--- src/rtl/tdm_demux4_pkg.sv ---
// -----------------------------------------------------------------------------
// tdm_demux4_pkg
// Shared constants and state encoding for the 4-slot TDM demultiplexer.
//   NSLOTS  : number of time slots in one frame
//   SLOT_W  : width of a slot index
//   state_t : frame receiver state (IDLE waits for sof, RECV collects slots)
// -----------------------------------------------------------------------------
package tdm_demux4_pkg;

    localparam int NSLOTS = 4;
    localparam int SLOT_W = 2;

    typedef enum logic {
        IDLE = 1'b0,
        RECV = 1'b1
    } state_t;

endpackage

--- src/rtl/tdm_demux4_slot_decode.sv ---
// -----------------------------------------------------------------------------
// slot_decode
// Combinational 2-to-4 one-hot write-enable decoder.
//   sel : slot index to enable
//   en  : global enable (accepted word this cycle); all enables low when 0
//   we  : one-hot write enable, bit i set when sel == i and en is high
// -----------------------------------------------------------------------------
module slot_decode
    import tdm_demux4_pkg::*;
(
    input  logic [SLOT_W-1:0] sel,
    input  logic              en,
    output logic [NSLOTS-1:0] we
);

    always_comb begin
        we = '0;
        if (en) begin
            we[sel] = 1'b1;
        end
    end

endmodule

--- src/rtl/tdm_demux4.sv ---
// -----------------------------------------------------------------------------
// tdm_demux4
// Reassembles frames of four slot words from a 4:1 time-division stream and
// presents each completed frame on four registered channel outputs.
//   clk         : clock, all state updates on the rising edge
//   rst         : asynchronous active-high reset
//   din         : slot word from the upstream mux
//   din_valid   : din carries a word this cycle
//   sof         : start of frame (marks slot 0), qualified by din_valid
//   ch_a..ch_d  : last completed frame, slots 0..3
//   frame_valid : one-cycle pulse when ch_a..ch_d update
//   slot        : index of the next expected slot (0 while idle)
//   sync_err    : one-cycle pulse when a sof interrupts a partial frame
// -----------------------------------------------------------------------------
module tdm_demux4
    import tdm_demux4_pkg::*;
#(
    parameter int W = 8
) (
    input  logic              clk,
    input  logic              rst,
    input  logic [W-1:0]      din,
    input  logic              din_valid,
    input  logic              sof,
    output logic [W-1:0]      ch_a,
    output logic [W-1:0]      ch_b,
    output logic [W-1:0]      ch_c,
    output logic [W-1:0]      ch_d,
    output logic              frame_valid,
    output logic [SLOT_W-1:0] slot,
    output logic              sync_err
);

    localparam logic [SLOT_W-1:0] LAST_SLOT = SLOT_W'(NSLOTS - 1);

    state_t              state;
    state_t              next_state;
    logic [SLOT_W-1:0]   next_slot;
    logic                resync;
    logic                accept;
    logic [SLOT_W-1:0]   wr_idx;
    logic [NSLOTS-1:0]   we;
    // Slot 3 goes straight from din to ch_d, so only slots 0..2 need shadowing.
    logic [W-1:0]        shadow [NSLOTS-1];

    // A word is taken when it starts a frame or continues one in progress;
    // a sof always restarts at slot 0.
    assign accept = din_valid && ((state == RECV) || sof);
    assign wr_idx = ((state == RECV) && !sof) ? slot : '0;

    slot_decode u_slot_decode (
        .sel (wr_idx),
        .en  (accept),
        .we  (we)
    );

    always_comb begin
        next_state = state;
        next_slot  = slot;
        resync     = 1'b0;
        case (state)
            IDLE: begin
                if (din_valid && sof) begin
                    next_state = RECV;
                    next_slot  = SLOT_W'(1);
                end
            end
            RECV: begin
                if (din_valid) begin
                    if (sof) begin
                        resync    = 1'b1;
                        next_slot = SLOT_W'(1);
                    end else if (slot == LAST_SLOT) begin
                        next_state = IDLE;
                        next_slot  = '0;
                    end else begin
                        next_slot = slot + SLOT_W'(1);
                    end
                end
            end
            default: begin
                next_state = IDLE;
                next_slot  = '0;
            end
        endcase
    end

    always_ff @(posedge clk or posedge rst) begin
        if (rst) begin
            state       <= IDLE;
            slot        <= '0;
            frame_valid <= 1'b0;
            sync_err    <= 1'b0;
            ch_a        <= '0;
            ch_b        <= '0;
            ch_c        <= '0;
            ch_d        <= '0;
            for (int i = 0; i < NSLOTS - 1; i++) begin
                shadow[i] <= '0;
            end
        end else begin
            state       <= next_state;
            slot        <= next_slot;
            sync_err    <= resync;
            // The slot-3 enable only fires on the final word of a frame.
            frame_valid <= we[NSLOTS-1];
            for (int i = 0; i < NSLOTS - 1; i++) begin
                if (we[i]) begin
                    shadow[i] <= din;
                end
            end
            if (we[NSLOTS-1]) begin
                ch_a <= shadow[0];
                ch_b <= shadow[1];
                ch_c <= shadow[2];
                ch_d <= din;
            end
        end
    end

endmodule

--- config.mk ---
export PLATFORM = sky130hd
export DESIGN_NAME = tdm_demux4
export DESIGN_NICKNAME = d
export VERILOG_FILES = /design/src/rtl/tdm_demux4_pkg.sv /design/src/rtl/tdm_demux4_slot_decode.sv /design/src/rtl/tdm_demux4.sv
export SDC_FILE = /design/constraint.sdc
export NUM_CORES = 1
export LEC_CHECK = 0
export ABC_AREA = 1
export BUFFER_PORTS_ARGS = -buffer_cell sky130_fd_sc_hd__buf_4
export CAP_MARGIN = 20
export CORE_MARGIN = 1.5
export CORE_UTILIZATION = 58
export DETAILED_ROUTE_END_ITERATION = 10
export PLACE_DENSITY = 0.85
export SYNTH_ARGS = -nofsm -noshare
export SYNTH_HDL_FRONTEND = slang
export SYNTH_SLANG_ARGS = --single-unit
--- constraint.sdc ---
create_clock -name clk -period 3.65 [get_ports clk]
set_clock_uncertainty 0.1 [all_clocks]
set_input_delay 0.1825 -clock clk [delete_from_list [all_inputs] [get_ports clk]]
set_output_delay 0.1825 -clock clk [all_outputs]
set_load 0.005 [all_outputs]
==> results of run 1 <==
[layout by cell type (no fill, tap or decap), types with 3 or more instances in the layout]
master / instances
bufinv_16: 4
nand2_1: 111
dfrtp_1: 61
buf_4: 50
o21bai_1: 8
clkbuf_8: 9
nor2_2: 3
nand3_1: 60
inv_1: 11
clkbuf_1: 3
[final timing paths]
check | slack, ns | cells past startpoint | start | end
setup / recovery | 1.65 | 3 | slot[1] | ch_c[1]
min in group asynchronous | 0.46 | 3 | rst | ch_a[4]
setup reg to reg | 1.65 | 3 | slot[1] | ch_c[1]
hold / removal | 0.009 | 3 | din[6] | ch_d[6]
max in group asynchronous | 2.20 | 4 | rst | ch_a[1]
hold reg to reg | 0.37 | 2 | ch_c[7] | ch_c[7]
[state kept, by name (all words and copies together) (netlist names)]
signal / cells
slot: 2
ch_a: 8
shadow: 24
ch_d: 8
state: 1
ch_b: 8
sync_err: 1
ch_c: 8
frame_valid: 1
[power by group]
part	total (uW)	leakage (uW)	internal, uW	switching (uW)
Combinational	819	0.000852	377	442
Sequential	1190	0.000778	974	215
Clock	779	0.000125	524	256
[per-layer routing]
layer / share of wire (%) / up-vias
met5: 0 / -
met4: 1.8 / 0
met3: 6.1 / 11
met2: 49 / 74
met1: 43 / 979
li1: - / 998
[stage by stage]
step | util, % | hold WS (ns) | setup WS, ns
after global routing | 77.1 | 0.0103 | 1.44
after CTS | 77.1 | 0.00318 | 1.65
after detailed placement | 70.6 | 0.290 | 1.67
after floorplan | - | 0.227 | 1.85
after global placement | 70.6 | 0.290 | 1.76
final | 77.1 | 0.00950 | 1.65
[worst max-delay path: cells and delay by family, from the launching register on]
| family | cells | cell delay [ns] |
|---|---|---|
| AND/OR/NAND/NOR | 3 | 1.11 |
| flip-flops | 1 | 0.67 |
[cells by family after synthesis]
| kind of cell | Yosys count | synth area share, % |
|---|---|---|
| buf+inv | 28 | 4.83 |
| simple gates | 180 | 31.0 |
| compound gates | 11 | 2.99 |
| fa+ha+maj | 1 | 0.498 |
| flops | 61 | 60.7 |
[cell type report]
class	count	area, sq um
clock buffers	12	135
clock inverters	4	120
fillers	279	936
inverters	14	52.6
multi-input cells	192	868
flip-flops and latches	61	1530
well taps	50	62.6
repair buffers	51	385
==> results.sh, run 1 <==
export IMPL_status="complete, no violations"
export IMPL_syn_inst=281
export IMPL_grt_util_met3_pct=7.14
export IMPL_drc_errors=0
export IMPL_vias=2062
export IMPL_rows=23
export IMPL_yosysWarnings=0
export IMPL_synth_most_common_cell="nand2_1"
export IMPL_design_area_sq_um=3150
export IMPL_grt_pass1_vias=1917
export IMPL_syn_area_sq_um=2510
export IMPL_start_util_pct=61.5
export IMPL_ir_drop_mv=0.562
export IMPL_drt_iter0_drc=149
export IMPL_cts_setup_buffers=0
export IMPL_synth_nets=294
export IMPL_insertion_delay_ns=0.34
export IMPL_cp_required_ns=3.77
export IMPL_use_met1_pct=38.0
export IMPL_power_density_nw_per_um2=885
export IMPL_netlist_top_cells_count="111 x nand2_1, 61 x dfrtp_1, 60 x nand3_1"
export IMPL_hpwl_um=3460
export IMPL_gp_congestion=0.847
export IMPL_ys_types=20
export IMPL_ctsResizeCount=0
export IMPL_synthArstFlopShare_pct=100
export IMPL_synth_top_area_share_pct=60.7
export IMPL_antenna_found_initial=0
export IMPL_setup_viol=0
export IMPL_crit_path_cell_trace="nand4_2, nand2_1, nand2_1"
export IMPL_crit_arrival_ns=2.12
export IMPL_yosys_top_cells_area="dfrtp_1 61%, nand2_1 17%, nand3_1 12%, o21bai_1 2.4%, buf_2 2.0%"
export IMPL_cts_sinks=61
export IMPL_fin_cells=384
export IMPL_fin_nets=342
export IMPL_grt_usage_pct=27.0
export IMPL_clockBufferDepth=2
export IMPL_fin_crit_sh_pct=54.9
export IMPL_power_uw=2790
export IMPL_die_h_um=68.8
export IMPL_holdBufCountCts=1
export IMPL_max_slew_worst_pin_slew_ns=0.831
export IMPL_ys_flop_type="dfrtp_1"
export IMPL_diodes=0
export IMPL_avgSynthCellArea_sq_um=8.95
export IMPL_synth_edf_count=0
export IMPL_ys_ff_latch=61
export IMPL_maxCapViolations=0
export IMPL_grt_met2_usage_pct=40.6
export IMPL_cp_common_cell="nand2_1"
export IMPL_maxSlewHeadroom_pct=44.5
export IMPL_drive_gt1_share_pct=21.3
export IMPL_cp_max_fo=33
export IMPL_worstSetupEndpointType="flop"
export IMPL_yosys_area_top_type="dfrtp_1"
export IMPL_cts_tree="yes"
export IMPL_ioPinCount=48
export IMPL_wl_per_cell_um=14.2
export IMPL_period_minus_slack_ns=2.00
export IMPL_grt_setup_unrepaired="false"
export IMPL_grt_max_degree=41
export IMPL_post_place_cells=367
export IMPL_totalWireLength_um=5440
export IMPL_clk_pin_slew_ns=0.07
export IMPL_die_width_um=68.8
export IMPL_dpl_cell_area_sq_um=2890
export IMPL_startpoint_type="flop"
export IMPL_busiest_layer="met2"
export IMPL_min_path_type="in -> reg"
export IMPL_root_buffer="clkbuf_8"
export IMPL_cts_htree_levels=3
export IMPL_first_pass_iters=5
export IMPL_port_buffer_count=47
export IMPL_hold_violations=0
export IMPL_die_area_sq_um=4740
export IMPL_fmax_mhz=499
export IMPL_grt_pass1_wl_um=9090
export IMPL_drv_slew=0
export IMPL_via_per_inst=5.37
export IMPL_leakage_uw=0.00175
export IMPL_slowest_delay_ns=0.78
export IMPL_yosysSeqAreaShare_pct=60.7
export IMPL_antenna_left=0
export IMPL_grt_ovfl_total=0
export IMPL_tns_ns=0
export IMPL_crit_path_top_delay_cell="nand4_2"
export IMPL_syn_to_final_growth_pct=25.3
export IMPL_path_class="reg -> reg"
export IMPL_core_area_sq_um=4090
export IMPL_cts_made_buffers=9
Power figures use the tool's default switching activity.
==> run 2: changes to the inputs <==
--- a/config.mk
+++ b/config.mk
@@ -5,13 +5,13 @@
 export SDC_FILE = /design/constraint.sdc
 export NUM_CORES = 1
 export LEC_CHECK = 0
-export ABC_AREA = 1
+export ABC_AREA = 0
 export BUFFER_PORTS_ARGS = -buffer_cell sky130_fd_sc_hd__buf_4
 export CAP_MARGIN = 20
 export CORE_MARGIN = 1.5
-export CORE_UTILIZATION = 58
+export CORE_UTILIZATION = 53
 export DETAILED_ROUTE_END_ITERATION = 10
-export PLACE_DENSITY = 0.85
+export PLACE_DENSITY = 0.79
 export SYNTH_ARGS = -nofsm -noshare
 export SYNTH_HDL_FRONTEND = slang
 export SYNTH_SLANG_ARGS = --single-unit
==> constraint.sdc (replaced) <==
create_clock -name clk -period 1.9 [get_ports clk]
set_clock_uncertainty 0.1 [all_clocks]
set_input_delay 0.095 -clock clk [delete_from_list [all_inputs] [get_ports clk]]
set_output_delay 0.095 -clock clk [all_outputs]
set_load 0.005 [all_outputs]
==> results.sh, run 2 <==
export IMPL_status="complete, no violations"
export IMPL_ys_ff_latch=61
export IMPL_drive_gt1_share_pct=60.4
export IMPL_clockBufferDepth=2
export IMPL_netlist_top_cells_count="61 x dfrtp_1, 56 x mux2_2, 4 x buf_2, 4 x nand2_1, 3 x o21ai_0"
export IMPL_ys_flop_type="dfrtp_1"
export IMPL_ioPinCount=48
export IMPL_intPower_uw=3820
export IMPL_via_per_inst=5.29
export IMPL_leakage_uw=0.00155
export IMPL_final_cell_mix="61 x dfrtp_1, 56 x mux2_2, 51 x buf_4"
export IMPL_yosysWarnings=0
export IMPL_cts_sinks=61
export IMPL_yosys_area_top_type="dfrtp_1"
export IMPL_drt_iter0_drc=61
export IMPL_grt_max_degree=38
export IMPL_yosys_top_cells_area="dfrtp_1 65%, mux2_2 27%, nor4b_4 1.0%, buf_2 0.85%, o21ai_0 0.64%"
export IMPL_rows=24
export IMPL_worstSetupEndpointType="flop"
export IMPL_root_buffer="clkbuf_8"
export IMPL_power_density_nw_per_um2=1630
export IMPL_crit_arrival_ns=1.81
export IMPL_power_frac_seq_pct=42.9
export IMPL_largest_register="shadow"
export IMPL_cp_startpoint="state"
export IMPL_die_h_um=69.6
export IMPL_period_minus_slack_ns=1.70
export IMPL_drc_errors=0
export IMPL_grt_ovfl_total=0
export IMPL_cp_required_ns=2.01
export IMPL_largest_reg_flops=24
export IMPL_power_share_combinational_pct=27.1
export IMPL_startpoint_type="flop"
export IMPL_max_slew_worst_pin_slew_ns=0.533
export IMPL_gp_congestion=0.725
export IMPL_final_common_cell="dfrtp_1"
export IMPL_vias=1424
export IMPL_synth_nets=156
export IMPL_holdWs_ns=0.255
export IMPL_antenna_found_initial=0
export IMPL_setup_viol=0
export IMPL_totalWireLength_um=4690
export IMPL_syn_area_sq_um=2350
export IMPL_cts_made_buffers=9
export IMPL_grt_setup_unrepaired="false"
export IMPL_hold_violations=0
export IMPL_yosysSeqAreaShare_pct=65.0
export IMPL_hpwl_um=3040
export IMPL_fin_nets=225
export IMPL_tns_ns=0
export IMPL_min_path_type="in -> async"
export IMPL_power_uw=5160
export IMPL_synth_top_area_share_pct=65.0
export IMPL_avgSynthCellArea_sq_um=16.4
export IMPL_drv_slew=0
export IMPL_die_area_sq_um=4840
export IMPL_cts_tree="yes"
export IMPL_maxSlewHeadroom_pct=64.4
export IMPL_r2r_start="state"
export IMPL_syn_to_final_growth_pct=34.9
export IMPL_first_pass_iters=4
export IMPL_synth_most_common_cell="dfrtp_1"
export IMPL_start_util_pct=54.7
export IMPL_cp_max_fo=8
export IMPL_wl_per_cell_um=17.4
export IMPL_grt_pass1_wl_um=8060
export IMPL_p_clk_share_pct=30.0
export IMPL_port_buffer_count=47
export IMPL_diodes=0
export IMPL_fmax_mhz=589
export IMPL_clk_pin_slew_ns=0.07
export IMPL_maxCapViolations=0
export IMPL_p_switching_uw=1340
export IMPL_ys_types=18
export IMPL_antenna_left=0
export IMPL_grt_usage_pct=22.0
export IMPL_fin_crit_sh_pct=89.3
export IMPL_synthArstFlopShare_pct=100
export IMPL_path_class="reg -> reg"
export IMPL_insertion_delay_ns=0.33
export IMPL_syn_inst=143
export IMPL_die_width_um=69.6
export IMPL_nFillCells=251
export IMPL_cts_htree_levels=3
export IMPL_grt_pass1_vias=1650
export IMPL_sw_frac_of_total_pct=26.0
export IMPL_ir_drop_mv=1.05
export IMPL_core_area_sq_um=4290
export IMPL_synth_edf_count=0
-- run 2: cell types whose count changed in the layout (fill, tap and decap cells not counted), moves of 3 or more --
cell	change
clkbuf_1	-3
nand3_1	-60
inv_1	-10
nor2_2	-3
dlygate4sd3_1	+10
mux2_2	+56
o21bai_1	-8
nand2_1	-107
-- run 2: logic make-up (layout without fill, tap and decap cells) --
family | after synthesis | after routing | synth area share [%]
AND/OR/NAND/NOR | 13 | 13 | 4.74
AO/OA/AOI/OAI | 5 | 5 | 1.39
multiplexers | 56 | 56 | 26.9
flip-flops | 61 | 61 | 65.0
adder cells (fa/ha/maj) | 1 | 1 | 0.533
buffers and inverters | 7 | 81 | 1.49
-- run 2: through the flow --
stage          instance area (sq um)  util (%)  std cells  setup slack, ns
6_report                        3170      73.8        269            0.203
5_1_grt                         3170      73.8        269            0.151
4_1_cts                         3170      73.8        269            0.201
3_5_place_dp                    2790      64.9        242            0.231
3_3_place_gp                    2790      64.9        242            0.334
2_1_floorplan                   2350         -        143            0.192
-- run 2: cell type report --
type / instances / area, sq um / area share (%)
Clock buffer: 9 / 124 / 3.91
Clock inverter: 7 / 146 / 4.62
Inverter: 2 / 7.51 / 0.237
Multi-Input combinational cell: 75 / 787 / 24.8
Sequential cell: 61 / 1530 / 48.2
Tap cell: 52 / 65.1 / 2.05
Timing Repair Buffer: 63 / 513 / 16.2
-- run 2: path summary, 6_finish.rpt --
| check | end | slack, ns | cells after the start |
|---|---|---|---|
| max | shadow[13] | 0.20 | 4 |
| min | ch_a[1] | 0.26 | 3 |
| min reg2reg | ch_c[5] | 0.41 | 1 |
| max in group asynchronous | ch_a[0] | 0.86 | 4 |
| max reg2reg | shadow[13] | 0.20 | 4 |
| min in group clk | ch_c[5] | 0.41 | 1 |
-- run 2: repair_timing --
action | in CTS | in global routing
setup endpoints to repair | 0 | 0
endpoints found under the hold margin | 59 | 0
setup buffers | 0 | 0
gates resized for setup | 0 | 0
hold buffers | 11 | 0
-- run 2: critical path, cell delays in order (launching register included) --
cell and delay (ns):
dfrtp_1 0.47, nand2_2 0.14, nor4b_4 0.26, buf_4 0.24, mux2_2 0.36
-- run 2: power by group through the flow --
stage                     registers (uW)  clock network [uW]  logic, uW
after floorplan                     2170                   0        677
after global placement              2180                   0       1320
after detailed placement            2230                   0       1390
after CTS                           2210                1560       1420
after global routing                2300                1630       1510
final                               2210                1550       1400
-- run 2: metal layers --
layer,global-route usage (%),up-vias,part of all wire (%)
li1,-,643,-
met4,11.3,0,2.2
met3,5.67,11,4.4
met1,26.2,730,42
met2,36.8,40,51
met5,0,-,0
